**src/rtl/vga_timing_gen.sv**
```systemverilog
// ---------------------------------------------------------------------------
// vga_timing_gen
//   Raster timing generator for 640x480@60 Hz VGA, clocked from the system
//   clock and advanced once every CLK_DIV clocks. Feeds the pixel renderers
//   with the current position and a visible-area flag, and drives the
//   connector sync pins. Every output is registered on the same edge, so
//   all of them describe the same pixel in any given clock.
//
//   Optional build macro: VGA_FRAME_CNT_EN adds an 8-bit free-running frame
//   counter output (frame_cnt) that steps together with frame_start.
//
// Ports
//   clk          in   system clock (100 MHz)
//   rst_n        in   asynchronous active-low reset
//   pix_tick     out  one-clk strobe, high in the clk where the counters move
//   h_cnt[9:0]   out  horizontal position, 0..H_TOTAL-1
//   v_cnt[9:0]   out  vertical position, 0..V_TOTAL-1
//   valid        out  inside the visible area
//   hsync        out  horizontal sync, asserted level = SYNC_POL
//   vsync        out  vertical sync, asserted level = SYNC_POL
//   line_start   out  one-clk pulse when h_cnt becomes 0
//   frame_start  out  one-clk pulse when (h_cnt, v_cnt) becomes (0, 0)
//   frame_cnt    out  [VGA_FRAME_CNT_EN only] frame counter, wraps 255 -> 0
// ---------------------------------------------------------------------------
module vga_timing_gen #(
  parameter int unsigned CLK_DIV  = 4,
  parameter int unsigned H_ACTIVE = 640,
  parameter int unsigned H_FP     = 16,
  parameter int unsigned H_SYNC   = 96,
  parameter int unsigned H_BP     = 48,
  parameter int unsigned V_ACTIVE = 480,
  parameter int unsigned V_FP     = 10,
  parameter int unsigned V_SYNC   = 2,
  parameter int unsigned V_BP     = 33,
  parameter logic        SYNC_POL = 1'b0
) (
  input  logic       clk,
  input  logic       rst_n,
  output logic       pix_tick,
  output logic [9:0] h_cnt,
  output logic [9:0] v_cnt,
  output logic       valid,
  output logic       hsync,
  output logic       vsync,
  output logic       line_start,
  output logic       frame_start
`ifdef VGA_FRAME_CNT_EN
  ,
  output logic [7:0] frame_cnt
`endif
);

  localparam int unsigned H_TOTAL = H_ACTIVE + H_FP + H_SYNC + H_BP;
  localparam int unsigned V_TOTAL = V_ACTIVE + V_FP + V_SYNC + V_BP;

  localparam logic [3:0] DIV_LAST = 4'(CLK_DIV - 1);
  localparam logic [9:0] H_LAST   = 10'(H_TOTAL - 1);
  localparam logic [9:0] V_LAST   = 10'(V_TOTAL - 1);

  // Thresholds are one bit wider than the counters so an end-of-window
  // bound equal to 1024 does not wrap to zero.
  localparam logic [10:0] H_ACT  = 11'(H_ACTIVE);
  localparam logic [10:0] HS_BEG = 11'(H_ACTIVE + H_FP);
  localparam logic [10:0] HS_END = 11'(H_ACTIVE + H_FP + H_SYNC);
  localparam logic [10:0] V_ACT  = 11'(V_ACTIVE);
  localparam logic [10:0] VS_BEG = 11'(V_ACTIVE + V_FP);
  localparam logic [10:0] VS_END = 11'(V_ACTIVE + V_FP + V_SYNC);

  logic [3:0]  div;
  logic        tick;
  logic [9:0]  h_nxt;
  logic [9:0]  v_nxt;
  logic [10:0] h_ext;
  logic [10:0] v_ext;
  logic        valid_nxt;
  logic        hs_on;
  logic        vs_on;

  // Next position is always computed; it is only committed on a tick.
  // The derived outputs come from this next position so they land in
  // the same register stage as the counters themselves.
  always_comb begin
    tick  = (div == DIV_LAST);
    h_nxt = h_cnt + 10'd1;
    v_nxt = v_cnt;
    if (h_cnt == H_LAST) begin
      h_nxt = '0;
      v_nxt = (v_cnt == V_LAST) ? '0 : v_cnt + 10'd1;
    end
    h_ext     = {1'b0, h_nxt};
    v_ext     = {1'b0, v_nxt};
    valid_nxt = (h_ext < H_ACT) && (v_ext < V_ACT);
    hs_on     = (h_ext >= HS_BEG) && (h_ext < HS_END);
    vs_on     = (v_ext >= VS_BEG) && (v_ext < VS_END);
  end

  always_ff @(posedge clk or negedge rst_n) begin
    if (!rst_n) begin
      div         <= '0;
      pix_tick    <= 1'b0;
      h_cnt       <= H_LAST;
      v_cnt       <= V_LAST;
      valid       <= 1'b0;
      hsync       <= ~SYNC_POL;
      vsync       <= ~SYNC_POL;
      line_start  <= 1'b0;
      frame_start <= 1'b0;
    end else begin
      div         <= tick ? '0 : div + 4'd1;
      pix_tick    <= tick;
      line_start  <= 1'b0;
      frame_start <= 1'b0;
      if (tick) begin
        h_cnt       <= h_nxt;
        v_cnt       <= v_nxt;
        valid       <= valid_nxt;
        hsync       <= hs_on ? SYNC_POL : ~SYNC_POL;
        vsync       <= vs_on ? SYNC_POL : ~SYNC_POL;
        line_start  <= (h_nxt == '0);
        frame_start <= (h_nxt == '0) && (v_nxt == '0);
      end
    end
  end

`ifdef VGA_FRAME_CNT_EN
  always_ff @(posedge clk or negedge rst_n) begin
    if (!rst_n) begin
      frame_cnt <= '0;
    end else if (tick && (h_nxt == '0) && (v_nxt == '0)) begin
      frame_cnt <= frame_cnt + 8'd1;
    end
  end
`endif

endmodule

```
**config.mk**
```make
export PLATFORM = sky130hd
export DESIGN_NAME = vga_timing_gen
export DESIGN_NICKNAME = d
export VERILOG_FILES = /design/src/rtl/vga_timing_gen.sv
export SDC_FILE = /design/constraint.sdc
export NUM_CORES = 1
export LEC_CHECK = 0
export ABC_AREA = 1
export ABC_CLOCK_PERIOD_IN_PS = 1800
export BUFFER_PORTS_ARGS = -buffer_cell sky130_fd_sc_hd__buf_2
export CORE_MARGIN = 1.5
export CORE_UTILIZATION = 51
export DETAILED_ROUTE_END_ITERATION = 8
export PLACE_DENSITY = 0.75
export RECOVER_POWER = 25
export SLEW_MARGIN = 0
export SYNTH_ARGS = -nofsm -noshare
export SYNTH_HDL_FRONTEND = slang
export SYNTH_SLANG_ARGS = --single-unit
```
**constraint.sdc**
```tcl
create_clock -name clk -period 1.8 [get_ports clk]
set_input_delay 0.36 -clock clk [delete_from_list [all_inputs] [get_ports clk]]
set_output_delay 0.36 -clock clk [all_outputs]
set_load 0.01 [all_outputs]
```
==> results of run 1 <==
synth_stat cells, types with 2 or more instances:
master    instances  area [um2]
nor3_1            2        10.0
a21oi_1           6        30.0
nand3_1          27         135
o21ai_0          17        85.1
dfstp_2          12         315
clkbuf_1          3        11.3
nand4_1           8        50.1
nor2_4            2        22.5
nand2_1         100         375
xor2_1            2        17.5
dfrtp_1          18         450
nor2_1           27         101
inv_1            35         131
nor2_2            7        43.8
ha_1              5        62.6
logic make-up (layout without fill, tap and decap cells):
kind of cell    Yosys count  in the layout  synth area share
compound gates           24             24            0.0636
xor+xnor                  3              3            0.0175
fa+ha+maj                 5              5            0.0324
buf+inv                  43            107            0.0882
flops                    30             30             0.397
simple gates            177            177             0.401
layer usage:
layer / vias to the layer above / global-route usage / wire length (um)
li1: 1011 / - / -
met1: 994 / 0.367 / 2320
met4: 0 / 0.0691 / 175
met3: 33 / 0.0503 / 558
met5: - / 0 / 0
met2: 139 / 0.453 / 2730
sequential cells by signal, summed over array words and instances, names as in the netlist:
name         cells
v_cnt           10
valid            1
line_start       1
hsync            1
div              4
vsync            1
pix_tick         1
frame_start      1
h_cnt           10
through the flow:
stage | cell area (um2) | hold slack, ns | utilization | total power, mW
2_1_floorplan | 1950 | 0.0644 | - | 0.687
3_3_place_gp | 2290 | 0.426 | 0.631 | 0.701
3_5_place_dp | 2290 | 0.433 | 0.631 | 0.702
4_1_cts | 2500 | 0.131 | 0.688 | 1.26
5_1_grt | 2600 | 0.499 | 0.717 | 1.29
6_report | 2600 | 0.465 | 0.717 | 1.26
critical path, stage by stage, from the launching register on:
cell and delay [ns]:
dfrtp_1 0.45, buf_4 0.19, nand2_1 0.10, nor3_1 0.32
nand2_1 0.15, nand3_2 0.13, nand2_2 0.07, inv_1 0.10
nand3_2 0.10, nor2_4 0.14, nand2_1 0.07, nor2_1 0.09
power by group:
group	switching (mW)	total, mW	leakage (nW)	internal [mW]
sequential	0	0.676	0.367	0.676
combinational	0.0126	0.0130	0.899	0.000378
clock	0.260	0.568	0.0482	0.308
total	0.272	1.26	1.31	0.984
what timing repair did:
item,4_1_cts,5_1_grt
pin swaps,10,15
gates resized for setup,17,28
endpoints found under the setup margin,6,11
setup buffers,9,2
final timing paths:
| kind | start | endpoint | slack, ns | depth (start not counted) |
|---|---|---|---|---|
| max reg2reg | h_cnt[5] | frame_start | -0.17 | 11 |
| max in group asynchronous | rst_n | v_cnt[5] | 0.39 | 1 |
| min reg2reg | div[0] | div[0] | 0.46 | 1 |
| min | div[0] | div[0] | 0.46 | 1 |
| min in group asynchronous | rst_n | frame_start | 0.47 | 1 |
| max | h_cnt[5] | frame_start | -0.17 | 11 |
cell type report:
| cell class | instances | share of cell area |
|---|---|---|
| multi-input cells | 209 | 0.438 |
| flip-flops and latches | 30 | 0.294 |
| clock buffers | 7 | 0.0332 |
| clock inverters | 1 | 0.00192 |
| well taps | 48 | 0.0231 |
| repair buffers | 62 | 0.155 |
| inverters | 37 | 0.0543 |
==> impl_metrics.py, run 1 <==
metrics = {
    "outcome": {
        "status": "finished, violations left",
        "violations": "capacitance limit, slew limit, setup timing",
    },
    "logic_synthesis": {
        "syn-cell-area_um2": 1930,
        "synth.distinct_cells": 26,
        "ys_warn_count": 0,
        "syn_avg_cell_area_um2": 6.84,
        "synth_seq_cells": 30,
        "synth_edf_count": 0,
        "seq_area_frac_synth": 0.397,
        "async_flop_share": 1.00,
        "syn_inst": 282,
        "synthFlopType": "dfrtp_1",
        "synthesis.nets": 289,
    },
    "final_layout": {
        "regArea_um2": 766,
        "multiInputGateArea_um2": 1140,
        "finalNonFillerCells": 394,
        "nNetsFinal": 352,
        "final_common_cell": "nand2_1",
        "final_cell_mix": "nand2_1, inv_1, buf_4",
        "diodes": 0,
        "areaGrowthSynthToFinish_pct": 35.0,
        "layout-drive-gt1-share": 0.370,
        "fillers": 295,
    },
    "pwr": {
        "power_leakage_nw": 1.31,
        "pwr_density_cell_nw_per_um2": 483,
        "ir_drop_uv": 515,
    },
    "timing": {
        "skew_ns": 0.0102,
        "max_freq_mhz": 507,
        "min_period_over_period": 1.10,
        "worst_pin_slew_ns": 1.60,
        "max_slew_margin": -0.0694,
        "hold_viol": 0,
        "rsz0062_at_grt": "true",
        "drv_slew": 31,
        "fin_ws_ns": -0.173,
        "tns_ns": -0.628,
        "layout_min_cycle_time_ns": 1.97,
        "setup-violations-final": 6,
    },
    "flow_run": {
        "maxCapViolCount": 1,
    },
    "routing": {
        "ant_nets": 0,
        "drc": 0,
        "viasPerCell": 5.53,
        "dr.first_iter.drc_count": 315,
        "wl_per_cell_um": 14.7,
        "wirelength_mm": 5.78,
        "dr.pass1.iters": 6,
        "vias": 2177,
    },
    "placement": {
        "dp_cells": 375,
        "place_hpwl_mm": 3.62,
        "preCtsSetupSlack_ns": -0.0746,
        "io_buffers": 27,
        "place_congestion": 0.949,
    },
    "clock_network": {
        "clk_path_buf_depth": 2,
        "clock_sinks": 30,
        "cts_hold_buffers": 0,
        "cts_tree": "yes",
        "htree_levels": 2,
        "clk_latency_ns": 0.29,
        "clk_pin_slew_ns": 0.07,
        "numCtsBuffers": 5,
        "cts_root_buffer": "clkbuf_8",
    },
    "critical_path": {
        "crit_fanout": 6,
        "path_class": "flop to flop",
        "crit_arrival_ns": 2.20,
        "critPathLaunchType": "flop",
        "cp.required_ns": 2.02,
        "end_kind": "flop",
    },
    "global_route": {
        "grt_pass1_wl_mm": 8.76,
        "track_usage": 0.272,
        "gr-total-overflow": 0,
        "grt_max_degree": 31,
        "antenna_found_initial": 0,
        "grt_pass1_vias": 1920,
    },
    "worst_hold_path": {
        "hold_class": "flop to flop",
    },
    "die": {
        "fp-row-count": 22,
        "die_x_um": 64.5,
        "io_pins": 28,
        "fp.dieH_um": 64.5,
        "start_util": 0.531,
        "coreArea_um2": 3630,
        "die_area_um2": 4160,
    },
}
(Power assumes the default switching activity.)
==> inputs of run 2 (changes only) <==
ABC_CLOCK_PERIOD_IN_PS = 1700   (was 1800)
SETUP_SLACK_MARGIN = 0.2   (was unset)
clock period = 1.7 ns   (was 1.8 ns; I/O delays follow)
==> impl_metrics.py, run 2 (same netlist as run 1, synthesis figures left out) <==
metrics = {
    "outcome": {
        "status": "finished, violations left",
        "violations": "capacitance limit, slew limit, setup timing",
    },
    "timing": {
        "skew_ns": 0.00452,
        "layout_min_cycle_time_ns": 1.98,
        "rsz0062_at_grt": "true",
        "max_freq_mhz": 506,
        "finalHoldWorstSlack_ns": 0.440,
        "setup-violations-final": 16,
        "min_period_over_period": 1.16,
        "max_slew_margin": -0.0542,
        "drv_slew": 31,
        "tns_ns": -2.03,
        "fin_ws_ns": -0.278,
        "worst_pin_slew_ns": 1.58,
        "hold_viol": 0,
    },
    "routing": {
        "dr.pass1.iters": 5,
        "wl_per_cell_um": 15.2,
        "drc": 0,
        "viasPerCell": 5.43,
        "ant_nets": 0,
        "wirelength_mm": 6.33,
        "vias": 2259,
        "dr.first_iter.drc_count": 162,
    },
    "die": {
        "fp.dieH_um": 64.5,
        "fp-row-count": 22,
        "coreArea_um2": 3630,
        "die_area_um2": 4160,
        "start_util": 0.531,
        "die_x_um": 64.5,
        "io_pins": 28,
    },
    "critical_path": {
        "r2r_slack_ns": -0.28,
        "crit_arrival_ns": 2.16,
        "crit_buf_inv": 5,
        "cp_cell_sequence": "ha_4 > nand2_4 > nor2_4 > buf_4 > buf_4 > nand2_1 > nand2_1 > nand3_2 > nand2_2 > inv_2 > nand3_4 > nor2_4 > buf_4 > buf_6",
        "crit_fanout": 3,
        "end_kind": "flop",
        "slowest_stage": "dfstp_2",
        "r2r_end": "line_start",
        "crit_top_cell": "buf_4",
        "reg2reg_depth": 14,
        "critPathLaunch": "h_cnt[1]",
        "critPathLaunchType": "flop",
        "crit_family": "simple AND/OR/NAND/NOR gates",
        "cp.required_ns": 1.88,
        "path_class": "flop to flop",
        "reg2reg_from": "h_cnt[1]",
        "max_stage_delay_ns": 0.56,
    },
    "pwr": {
        "p_seq_frac": 0.494,
        "ir_drop_uv": 383,
        "p_int_mw": 1.15,
        "power_leakage_nw": 1.43,
        "combPwrFrac": 0.009,
        "clkPwrFrac": 0.497,
        "swShare": 0.204,
        "power_switching_uw": 295,
        "pwr_density_cell_nw_per_um2": 498,
    },
    "global_route": {
        "grt_pass1_wl_mm": 8.34,
        "track_usage": 0.261,
        "gr-total-overflow": 0,
        "grt_pass1_vias": 1858,
        "antenna_found_initial": 0,
        "grt_max_degree": 31,
    },
    "flow_run": {
        "maxCapViolCount": 1,
    },
    "clock_network": {
        "clock_sinks": 30,
        "clk_path_buf_depth": 2,
        "cts_root_buffer": "clkbuf_8",
        "cts_tree": "yes",
        "clk_latency_ns": 0.29,
        "htree_levels": 2,
        "clk_pin_slew_ns": 0.07,
        "numCtsBuffers": 5,
    },
    "placement": {
        "place_hpwl_mm": 3.66,
        "place_congestion": 0.971,
        "io_buffers": 27,
    },
    "final_layout": {
        "nNetsFinal": 374,
        "layout-drive-gt1-share": 0.451,
        "final_common_cell": "nand2_1",
        "final_cell_mix": "nand2_1, buf_4, inv_1",
        "fillers": 252,
        "reg_top3": "h_cnt x10, v_cnt x10, div x4",
        "diodes": 0,
        "areaGrowthSynthToFinish_pct": 50.8,
    },
    "worst_hold_path": {
        "hold_class": "input port to asynchronous set/reset pin",
    },
}
run 2: how the worst max path moves through the flow:
stage                     depth (start not counted)          end
after floorplan                                  11        valid
after global placement                           10  frame_start
after detailed placement                         10  frame_start
after CTS                                        12  frame_start
after global routing                             11  frame_start
final                                            14   line_start
run 2: metrics by stage:
step                      power (mW)  cell area, um2  setup slack (ns)   util  std cells
after global placement         0.742            2450            -0.202  0.674        394
final                           1.45            2910            -0.278  0.800        416
after CTS                       1.45            2680            -0.165  0.738        408
after floorplan                0.728            1960            -0.104      -        282
after global routing            1.49            2910            -0.347  0.800        416
after detailed placement       0.742            2450            -0.220  0.674        394
run 2: repair_timing:
action / in CTS / in global routing
buffers inserted: 6 / 8
hold buffers: 0 / 0
pin swaps: 14 / 22
setup endpoints to repair: 21 / 24
resized for setup: 27 / 49
run 2: power by group through the flow:
| stage | registers, mW | logic (mW) | clock network [mW] |
|---|---|---|---|
| 2_1_floorplan | 0.728 | 0.000000599 | 0 |
| 6_report | 0.715 | 0.0136 | 0.720 |
| 5_1_grt | 0.715 | 0.0171 | 0.754 |
| 3_3_place_gp | 0.727 | 0.0146 | 0 |
| 3_5_place_dp | 0.727 | 0.0149 | 0 |
| 4_1_cts | 0.715 | 0.0149 | 0.723 |
run 2: layer usage:
| metal | track usage | vias to the layer above | share of wire |
|---|---|---|---|
| met5 | 0 | - | 0 |
| met2 | 0.435 | 115 | 0.50 |
| met3 | 0.0625 | 34 | 0.074 |
| met4 | 0.0691 | 0 | 0.042 |
| li1 | - | 1057 | - |
| met1 | 0.343 | 1053 | 0.39 |
run 2: cell type report:
cell class	instances	area, um2	share of cell area
inverters	37	144	0.0495
well taps	48	60.1	0.0207
repair buffers	84	616	0.212
multi-input cells	209	1210	0.418
clock buffers	7	76.3	0.0262
clock inverters	1	30.0	0.0103
flip-flops and latches	30	767	0.264
run 2: worst register-to-register path: cells and delay by family, from the launching register on:
| kind | cells | cell delay (ns) |
|---|---|---|
| buf+inv | 5 | 0.49 |
| flops | 1 | 0.56 |
| fa+ha+maj | 1 | 0.19 |
| simple gates | 8 | 0.64 |
